### config.mk
export PLATFORM = sky130hd
export DESIGN_NAME = if_prefetch
export DESIGN_NICKNAME = d
export VERILOG_FILES = /design/src/rtl/if_prefetch.sv
export SDC_FILE = /design/constraint.sdc
export NUM_CORES = 1
export LEC_CHECK = 0
export CAP_MARGIN = 20
export CORE_ASPECT_RATIO = 1.2
export CORE_MARGIN = 3
export CORE_UTILIZATION = 30
export CTS_BUF_LIST = sky130_fd_sc_hd__clkbuf_8
export CTS_CLUSTER_DIAMETER = 120
export DETAILED_ROUTE_END_ITERATION = 12
export SETUP_SLACK_MARGIN = 0.02
export SLEW_MARGIN = 25
export SYNTH_ARGS = -nofsm -noshare
export SYNTH_HDL_FRONTEND = slang
export SYNTH_SLANG_ARGS = --single-unit
### constraint.sdc
create_clock -name clk -period 8.28 [get_ports clk]
set_input_delay 0.828 -clock clk [delete_from_list [all_inputs] [get_ports clk]]
set_output_delay 0.828 -clock clk [all_outputs]
set_load 0.1 [all_outputs]
### src/rtl/if_prefetch.sv
// if_prefetch: in-order instruction prefetch buffer between a variable-latency instruction
// memory and the IF stage, with redirect flush and in-flight response discard.

module if_prefetch_checker #(
    parameter int DEPTH = 4,
    parameter int CW    = 3
) (
    input  logic          clk,
    input  logic          rst,
    input  logic          push,
    input  logic [CW-1:0] count,
    input  logic [CW-1:0] inflight,
    input  logic [CW-1:0] discard
);
    a_no_push_full: assert property (@(posedge clk) disable iff (rst)
        !(push && (count == CW'(DEPTH))));
    a_count_max: assert property (@(posedge clk) disable iff (rst) count <= CW'(DEPTH));
    a_inflight_max: assert property (@(posedge clk) disable iff (rst) inflight <= CW'(DEPTH));
    a_discard_max: assert property (@(posedge clk) disable iff (rst) discard <= inflight);
endmodule

module if_prefetch #(
    parameter int DEPTH = 4
) (
    input  logic        clk,
    input  logic        rst,
    output logic        mem_req,
    output logic [31:0] mem_addr,
    input  logic        mem_ready,
    input  logic        mem_rvalid,
    input  logic [31:0] mem_rdata,
    output logic        inst_valid,
    output logic [31:0] inst,
    output logic [31:0] inst_pc,
    output logic [31:0] inst_pc4,
    input  logic        inst_ready,
    input  logic        redirect,
    input  logic [31:0] redirect_addr
);
    localparam int AW = $clog2(DEPTH);
    localparam int CW = $clog2(DEPTH + 1);
    localparam logic [AW-1:0] PTR_ONE  = AW'(1'b1);
    localparam logic [AW-1:0] PTR_ZERO = AW'(1'b0);
    localparam logic [CW-1:0] CNT_ONE  = CW'(1'b1);
    localparam logic [CW-1:0] CNT_ZERO = CW'(1'b0);
    localparam logic [CW:0]   DEPTH_W  = (CW + 1)'(DEPTH);

    logic [31:0]   fetch_pc_r;
    logic [31:0]   resp_pc_r;
    logic [CW-1:0] count_r;
    logic [CW-1:0] inflight_r;
    logic [CW-1:0] discard_r;
    logic [AW-1:0] wr_ptr_r;
    logic [AW-1:0] rd_ptr_r;
    logic [31:0]   fifo_inst_r [DEPTH];
    logic [31:0]   fifo_pc_r   [DEPTH];
    logic          inst_valid_r;
    logic [31:0]   inst_r;
    logic [31:0]   inst_pc_r;
    logic [31:0]   inst_pc4_r;

    logic [31:0]   target_s;
    logic [CW:0]   occupancy_s;
    logic          mem_req_s;
    logic          issue_s;
    logic          drop_s;
    logic          push_s;
    logic          pop_s;
    logic [CW-1:0] count_nx_s;
    logic [CW-1:0] inflight_nx_s;
    logic [CW-1:0] discard_nx_s;
    logic [31:0]   fetch_pc_nx_s;
    logic [31:0]   resp_pc_nx_s;
    logic [AW-1:0] wr_ptr_nx_s;
    logic [AW-1:0] rd_ptr_nx_s;
    logic [31:0]   head_inst_s;
    logic [31:0]   head_pc_s;

    // Request qualification and the per-cycle issue/response/pop events
    always_comb begin
        target_s    = redirect_addr & 32'hFFFF_FFFC;
        occupancy_s = {1'b0, count_r} + {1'b0, inflight_r};
        mem_req_s   = !rst && !redirect && (occupancy_s < DEPTH_W);
        issue_s     = mem_req_s && mem_ready;
        drop_s      = mem_rvalid && (discard_r != CNT_ZERO);
        push_s      = mem_rvalid && !drop_s && !redirect;
        pop_s       = inst_valid_r && inst_ready && !redirect;
    end

    // Next-state for counters, PCs, pointers and the head to present after this edge
    always_comb begin
        inflight_nx_s = inflight_r + CW'(issue_s) - CW'(mem_rvalid);
        count_nx_s    = count_r;
        discard_nx_s  = discard_r;
        fetch_pc_nx_s = fetch_pc_r;
        resp_pc_nx_s  = resp_pc_r;
        wr_ptr_nx_s   = wr_ptr_r;
        rd_ptr_nx_s   = rd_ptr_r;
        head_inst_s   = 32'd0;
        head_pc_s     = 32'd0;
        if (redirect) begin
            // every word still in flight after this edge belongs to the old path
            count_nx_s    = CNT_ZERO;
            discard_nx_s  = inflight_nx_s;
            fetch_pc_nx_s = target_s;
            resp_pc_nx_s  = target_s;
            wr_ptr_nx_s   = PTR_ZERO;
            rd_ptr_nx_s   = PTR_ZERO;
        end else begin
            count_nx_s    = count_r + CW'(push_s) - CW'(pop_s);
            discard_nx_s  = drop_s ? (discard_r - CNT_ONE) : discard_r;
            fetch_pc_nx_s = issue_s ? (fetch_pc_r + 32'd4) : fetch_pc_r;
            resp_pc_nx_s  = push_s ? (resp_pc_r + 32'd4) : resp_pc_r;
            wr_ptr_nx_s   = push_s ? (wr_ptr_r + PTR_ONE) : wr_ptr_r;
            rd_ptr_nx_s   = pop_s ? (rd_ptr_r + PTR_ONE) : rd_ptr_r;
        end
        // a word pushed into an otherwise empty buffer bypasses storage to the head
        if (push_s && (count_nx_s == CNT_ONE)) begin
            head_inst_s = mem_rdata;
            head_pc_s   = resp_pc_r;
        end else begin
            head_inst_s = fifo_inst_r[rd_ptr_nx_s];
            head_pc_s   = fifo_pc_r[rd_ptr_nx_s];
        end
    end

    // State registers, FIFO storage and registered head outputs
    always_ff @(posedge clk) begin
        if (rst) begin
            fetch_pc_r   <= 32'd0;
            resp_pc_r    <= 32'd0;
            count_r      <= CNT_ZERO;
            inflight_r   <= CNT_ZERO;
            discard_r    <= CNT_ZERO;
            wr_ptr_r     <= PTR_ZERO;
            rd_ptr_r     <= PTR_ZERO;
            inst_valid_r <= 1'b0;
            inst_r       <= 32'd0;
            inst_pc_r    <= 32'd0;
            inst_pc4_r   <= 32'd4;
            for (int i = 0; i < DEPTH; i++) begin
                fifo_inst_r[i] <= 32'd0;
                fifo_pc_r[i]   <= 32'd0;
            end
        end else begin
            fetch_pc_r   <= fetch_pc_nx_s;
            resp_pc_r    <= resp_pc_nx_s;
            count_r      <= count_nx_s;
            inflight_r   <= inflight_nx_s;
            discard_r    <= discard_nx_s;
            wr_ptr_r     <= wr_ptr_nx_s;
            rd_ptr_r     <= rd_ptr_nx_s;
            inst_valid_r <= (count_nx_s != CNT_ZERO);
            inst_r       <= head_inst_s;
            inst_pc_r    <= head_pc_s;
            inst_pc4_r   <= head_pc_s + 32'd4;
            if (push_s) begin
                fifo_inst_r[wr_ptr_r] <= mem_rdata;
                fifo_pc_r[wr_ptr_r]   <= resp_pc_r;
            end
        end
    end

    assign mem_req    = mem_req_s;
    assign mem_addr   = fetch_pc_r;
    assign inst_valid = inst_valid_r;
    assign inst       = inst_r;
    assign inst_pc    = inst_pc_r;
    assign inst_pc4   = inst_pc4_r;

    if_prefetch_checker #(.DEPTH(DEPTH), .CW(CW)) u_checker (
        .clk      (clk),
        .rst      (rst),
        .push     (push_s),
        .count    (count_r),
        .inflight (inflight_r),
        .discard  (discard_r)
    );
endmodule
==> impl_summary.md <==
Run status
The flow ran to the end, and the final reports show no timing, DRC or antenna violations.

Logic synthesis
The sequential share of the synthesized area is 56.9%. The cell type with the highest aggregate area in the netlist is sky130_fd_sc_hd__edfxtp_1. Sorting the synthesized cells by area gives the leading types as sky130_fd_sc_hd__edfxtp_1 (39%), sky130_fd_sc_hd__dfxtp_1 (18%), sky130_fd_sc_hd__nand2_1 (7.5%).

The primary flip-flop cell chosen by synthesis mapping is sky130_fd_sc_hd__edfxtp_1. The number of enable flip-flop cells after synthesis is 248. The post-synth design cell area is 18,900 um2. After synthesis, the mean cell area works out to 9.40 um2.

The share of the synthesized area in the top cell type is 39.3%. In this run, synthesis produced a sequential element count of 414. After technology mapping, the gate count stands at 2,013.

The post-synthesis cell type count is 78. Yosys printed 0 warnings. Counting flops with an async set or reset pin after synthesis yields a share of 0%.

Power
Cell internal power was estimated by the tool at 3490 uW. The fraction of power consumed by combinational cells is 19.7%. Net switching is 32.7% of the power. Sequential cells burn 46.4% of the power. The share of total power in the clock network is 33.9%.

The power per cell area is 227 nW/um2. The peak ir drop on the vdd network is 141 uV. The analysis attributes to net switching a power of 1700 uW.

The static leakage is 0.00868 uW.

Drt
Using the TritonRoute via totals, the vias-per-cell ratio works out to 5.10. The first-pass detailed-route iteration total is 7. For this block, the via count after detailed routing is 15.5k. The detail-routed net length per standard cell is 19.4 um. The count of routing violations after the opening detailed-route iteration is 1,396. For this run, design rule violations remaining after detail routing come to 0. The routed design has 58,800 um of wire. The remaining antenna violation count after routing is 0.

Floorplan
The row count is 100. The floorplan core area is 62,300 um2. The die covers 66,200 um2. Measured along the y axis, the die boundary spans 281 um. The I/O pin total is 200. The effective utilization at floorplan is 30.4%. The die width is 235 um.

Timing
In the finished design, the share of the clock period the worst path needs comes to 64.2%. Setup repair after global routing left no endpoint under its margin. The worst slack on hold paths is 0.509 ns. The final period demand of the worst path is 5.32 ns. In this run the tightest slew margin relative to its limit is 26.3%.

The final number of hold-violating endpoints was 0. The final sum of negative setup slack is 0 ns. For the pin with the worst max-slew slack, the measured transition is 1.10 ns. Clock skew on the completed layout was measured at 0.0445 ns. Setup violations remaining at the end of the flow were counted as 0. For this run, the top clock speed supported by timing is 188 MHz. The total count of max-transition violations in the final report is 0.

Critical path
The capture point of the worst reg-to-reg path is inst_pc4[24]$_SDFF_PP0_. The critical path capture point type is a register. The launching element of the worst setup path is mem_rvalid. In this run the critical register-to-register path is launched from discard_r[0]$_SDFFE_PP0P_. The critical path data arrival time is 5.88 ns. The worst register-to-register path has a depth of 20. The critical setup path kind is primary input to register. In this run the worst setup path terminates at inst_pc4[24]$_SDFF_PP0_. The flop-to-flop setup slack is 3.12 ns.

STA puts the critical path data required time at 8.84 ns. STA classifies the critical path startpoint as a primary input. The worst-path maximum fanout is 9.

Layout
The number of fill cells in the layout is 6,331. 0 antenna diodes ended up in the layout. Cells with a size suffix above 1 make up 8.28% of the layout. Relative to the synthesized area, the layout overhead comes to 20.6%. The area of the multi-input gates is 7280 um2. The combined flip-flop and latch cell area is 10,800 um2.

The most frequent standard cell in the layout excluding fill and tap cells is sky130_fd_sc_hd__nand2_1. The net count of the finished layout is 2,254. The library cells used most frequently in the layout, excluding fill and tap cells, are sky130_fd_sc_hd__nand2_1 (379), sky130_fd_sc_hd__nor2_1 (327), sky130_fd_sc_hd__edfxtp_1 (248), sky130_fd_sc_hd__clkdlybuf4s50_1 (187), sky130_fd_sc_hd__dfxtp_1 (166). Summing all non-filler instances in the final layout gives an area of 22,800 um2.

Clocking
The largest buffer count on any clock path is 3. The tree is rooted in a sky130_fd_sc_hd__clkbuf_8. The number of CTS-inserted buffers is 71. Clock-pin slew was measured on the worst setup and hold paths at 0.06 ns. The clock sink count is 414. After clock tree synthesis, the repair step resized 0 gates. Once the clock tree was built, the setup fixing pass inserted 0 buffers. The CTS tree is yes.

The number of hold buffers added after CTS was 0. The worst-skew pair later-pin latency is 0.67 ns. The count of H-tree levels built during CTS is 3.

GRT
The wire length of the first global-routing pass is 89,400 um. After global routing the overflow that remains totals 0. Global routing consumed, over all layers together, 17.3% of the routing resources. Entering global routing, the biggest net connects 77 pins. The initial antenna violation count is 0.

The via count of the first global-routing pass is 15.3k.

Placement
The number of port buffers is 191. After detailed placement, the total cell area comes to 21,500 um2. The routability-driven placement congestion ratio is 0.822.

After legalization and detailed placement, the total HPWL measured 35,200 um.

Run
Max-cap violations in this run came to 0.

Hold path
The tightest min-delay check is of the register to register type.
[sequential cells by signal (all words and copies together), names as in the netlist, 30 cells and up]
| signal | cells |
|---|---|
| inst | 32 |
| inst_pc | 30 |
| fifo_pc_r | 120 |
| inst_pc4 | 30 |
| fifo_inst_r | 128 |
| mem_addr | 30 |
| resp_pc_r | 30 |
[how the worst min path moves through the flow]
stage                                    start                        end  slack, ns  cells past startpoint
finish               mem_addr[31]$_SDFFE_PP0P_  mem_addr[31]$_SDFFE_PP0P_       0.51                      2
global placement     mem_addr[31]$_SDFFE_PP0P_  mem_addr[31]$_SDFFE_PP0P_       0.48                      2
floorplan           resp_pc_r[25]$_SDFFE_PP0P_     inst_pc[25]$_SDFF_PP0_       0.48                      2
global route         mem_addr[10]$_SDFFE_PP0P_  mem_addr[10]$_SDFFE_PP0P_       0.54                      2
detailed placement   mem_addr[31]$_SDFFE_PP0P_  mem_addr[31]$_SDFFE_PP0P_       0.50                      2
CTS                  mem_addr[31]$_SDFFE_PP0P_  mem_addr[31]$_SDFFE_PP0P_       0.51                      2
[metal layers]
metal	wire length (um)	global-route usage, %	vias up
li1	-	-	7235
met1	24000	21.7	7530
met2	28500	29.4	617
met3	4480	3.53	111
met4	1790	6.52	0
met5	0	0	-
[logic make-up (layout without fill, tap and decap cells)]
logic type	count (synthesis)	count (layout)	synth area share (%)
and+or+nand+nor	967	967	22.2
DFF	414	414	56.9
AOI/OAI and AO/OA	311	311	10.6
buffers and inverters	224	429	5.08
xor gates and xnor gates	55	55	2.62
muxes	28	28	1.70
adders and majority gates	13	13	0.939
other	1	6	0.0198
[synthesized netlist by cell type (15+ instances only)]
library cell and number:
sky130_fd_sc_hd__a21oi_1 133, sky130_fd_sc_hd__xnor2_1 22, sky130_fd_sc_hd__and3_1 18, sky130_fd_sc_hd__mux2_2 17, sky130_fd_sc_hd__o21ai_0 46, sky130_fd_sc_hd__nand4_1 17
sky130_fd_sc_hd__dfxtp_1 166, sky130_fd_sc_hd__clkbuf_1 80, sky130_fd_sc_hd__nor2_1 328, sky130_fd_sc_hd__a22o_1 15, sky130_fd_sc_hd__buf_2 24, sky130_fd_sc_hd__nor3_1 19
sky130_fd_sc_hd__buf_1 22, sky130_fd_sc_hd__inv_1 82, sky130_fd_sc_hd__xor2_1 32, sky130_fd_sc_hd__a32oi_1 15, sky130_fd_sc_hd__nand2_1 380, sky130_fd_sc_hd__edfxtp_1 248
sky130_fd_sc_hd__nand3_1 143
[power groups by stage]
stage | Sequential, uW | Clock (uW) | Combinational, uW
after floorplan | 2800 | 0 | 371
after global placement | 2450 | 0 | 1010
after detailed placement | 2450 | 0 | 1020
after CTS | 2410 | 1810 | 1020
after global routing | 2420 | 1900 | 1080
final | 2410 | 1760 | 1020
[final cells by class]
cell class,count,area share (%)
Inverter,82,1.35
Clock inverter,51,1.36
Tap cell,816,4.47
Multi-Input combinational cell,1380,31.9
Sequential cell,414,47.2
Timing Repair Buffer,222,9.31
Clock buffer,74,4.46
[worst max-delay path, cell delays in order]
cell,delay (ns)
sky130_fd_sc_hd__clkdlybuf4s50_1,0.57
sky130_fd_sc_hd__nand3b_2,0.33
sky130_fd_sc_hd__nor2_1,0.24
sky130_fd_sc_hd__inv_1,0.15
sky130_fd_sc_hd__ha_1,0.31
sky130_fd_sc_hd__inv_1,0.06
sky130_fd_sc_hd__ha_1,0.13
sky130_fd_sc_hd__inv_1,0.05
sky130_fd_sc_hd__fa_1,0.37
sky130_fd_sc_hd__xor3_1,0.26
sky130_fd_sc_hd__or4_2,0.66
sky130_fd_sc_hd__mux2_2,0.33
sky130_fd_sc_hd__inv_1,0.09
sky130_fd_sc_hd__ha_1,0.28
sky130_fd_sc_hd__o211ai_2,0.12
sky130_fd_sc_hd__buf_4,0.20
sky130_fd_sc_hd__nor2_2,0.28
sky130_fd_sc_hd__and4b_1,0.40
sky130_fd_sc_hd__mux2i_1,0.21
[through the flow]
step	util [%]	cells	setup WS (ns)	power (uW)
after floorplan	-	2018	1.28	3170
after global placement	34.5	2914	2.43	3460
after detailed placement	34.5	2914	2.42	3470
after CTS	36.7	3039	3.12	5240
after global routing	36.7	3039	2.78	5400
final	36.7	3039	2.96	5190
Note: power is estimated with default switching activity, not from simulation.
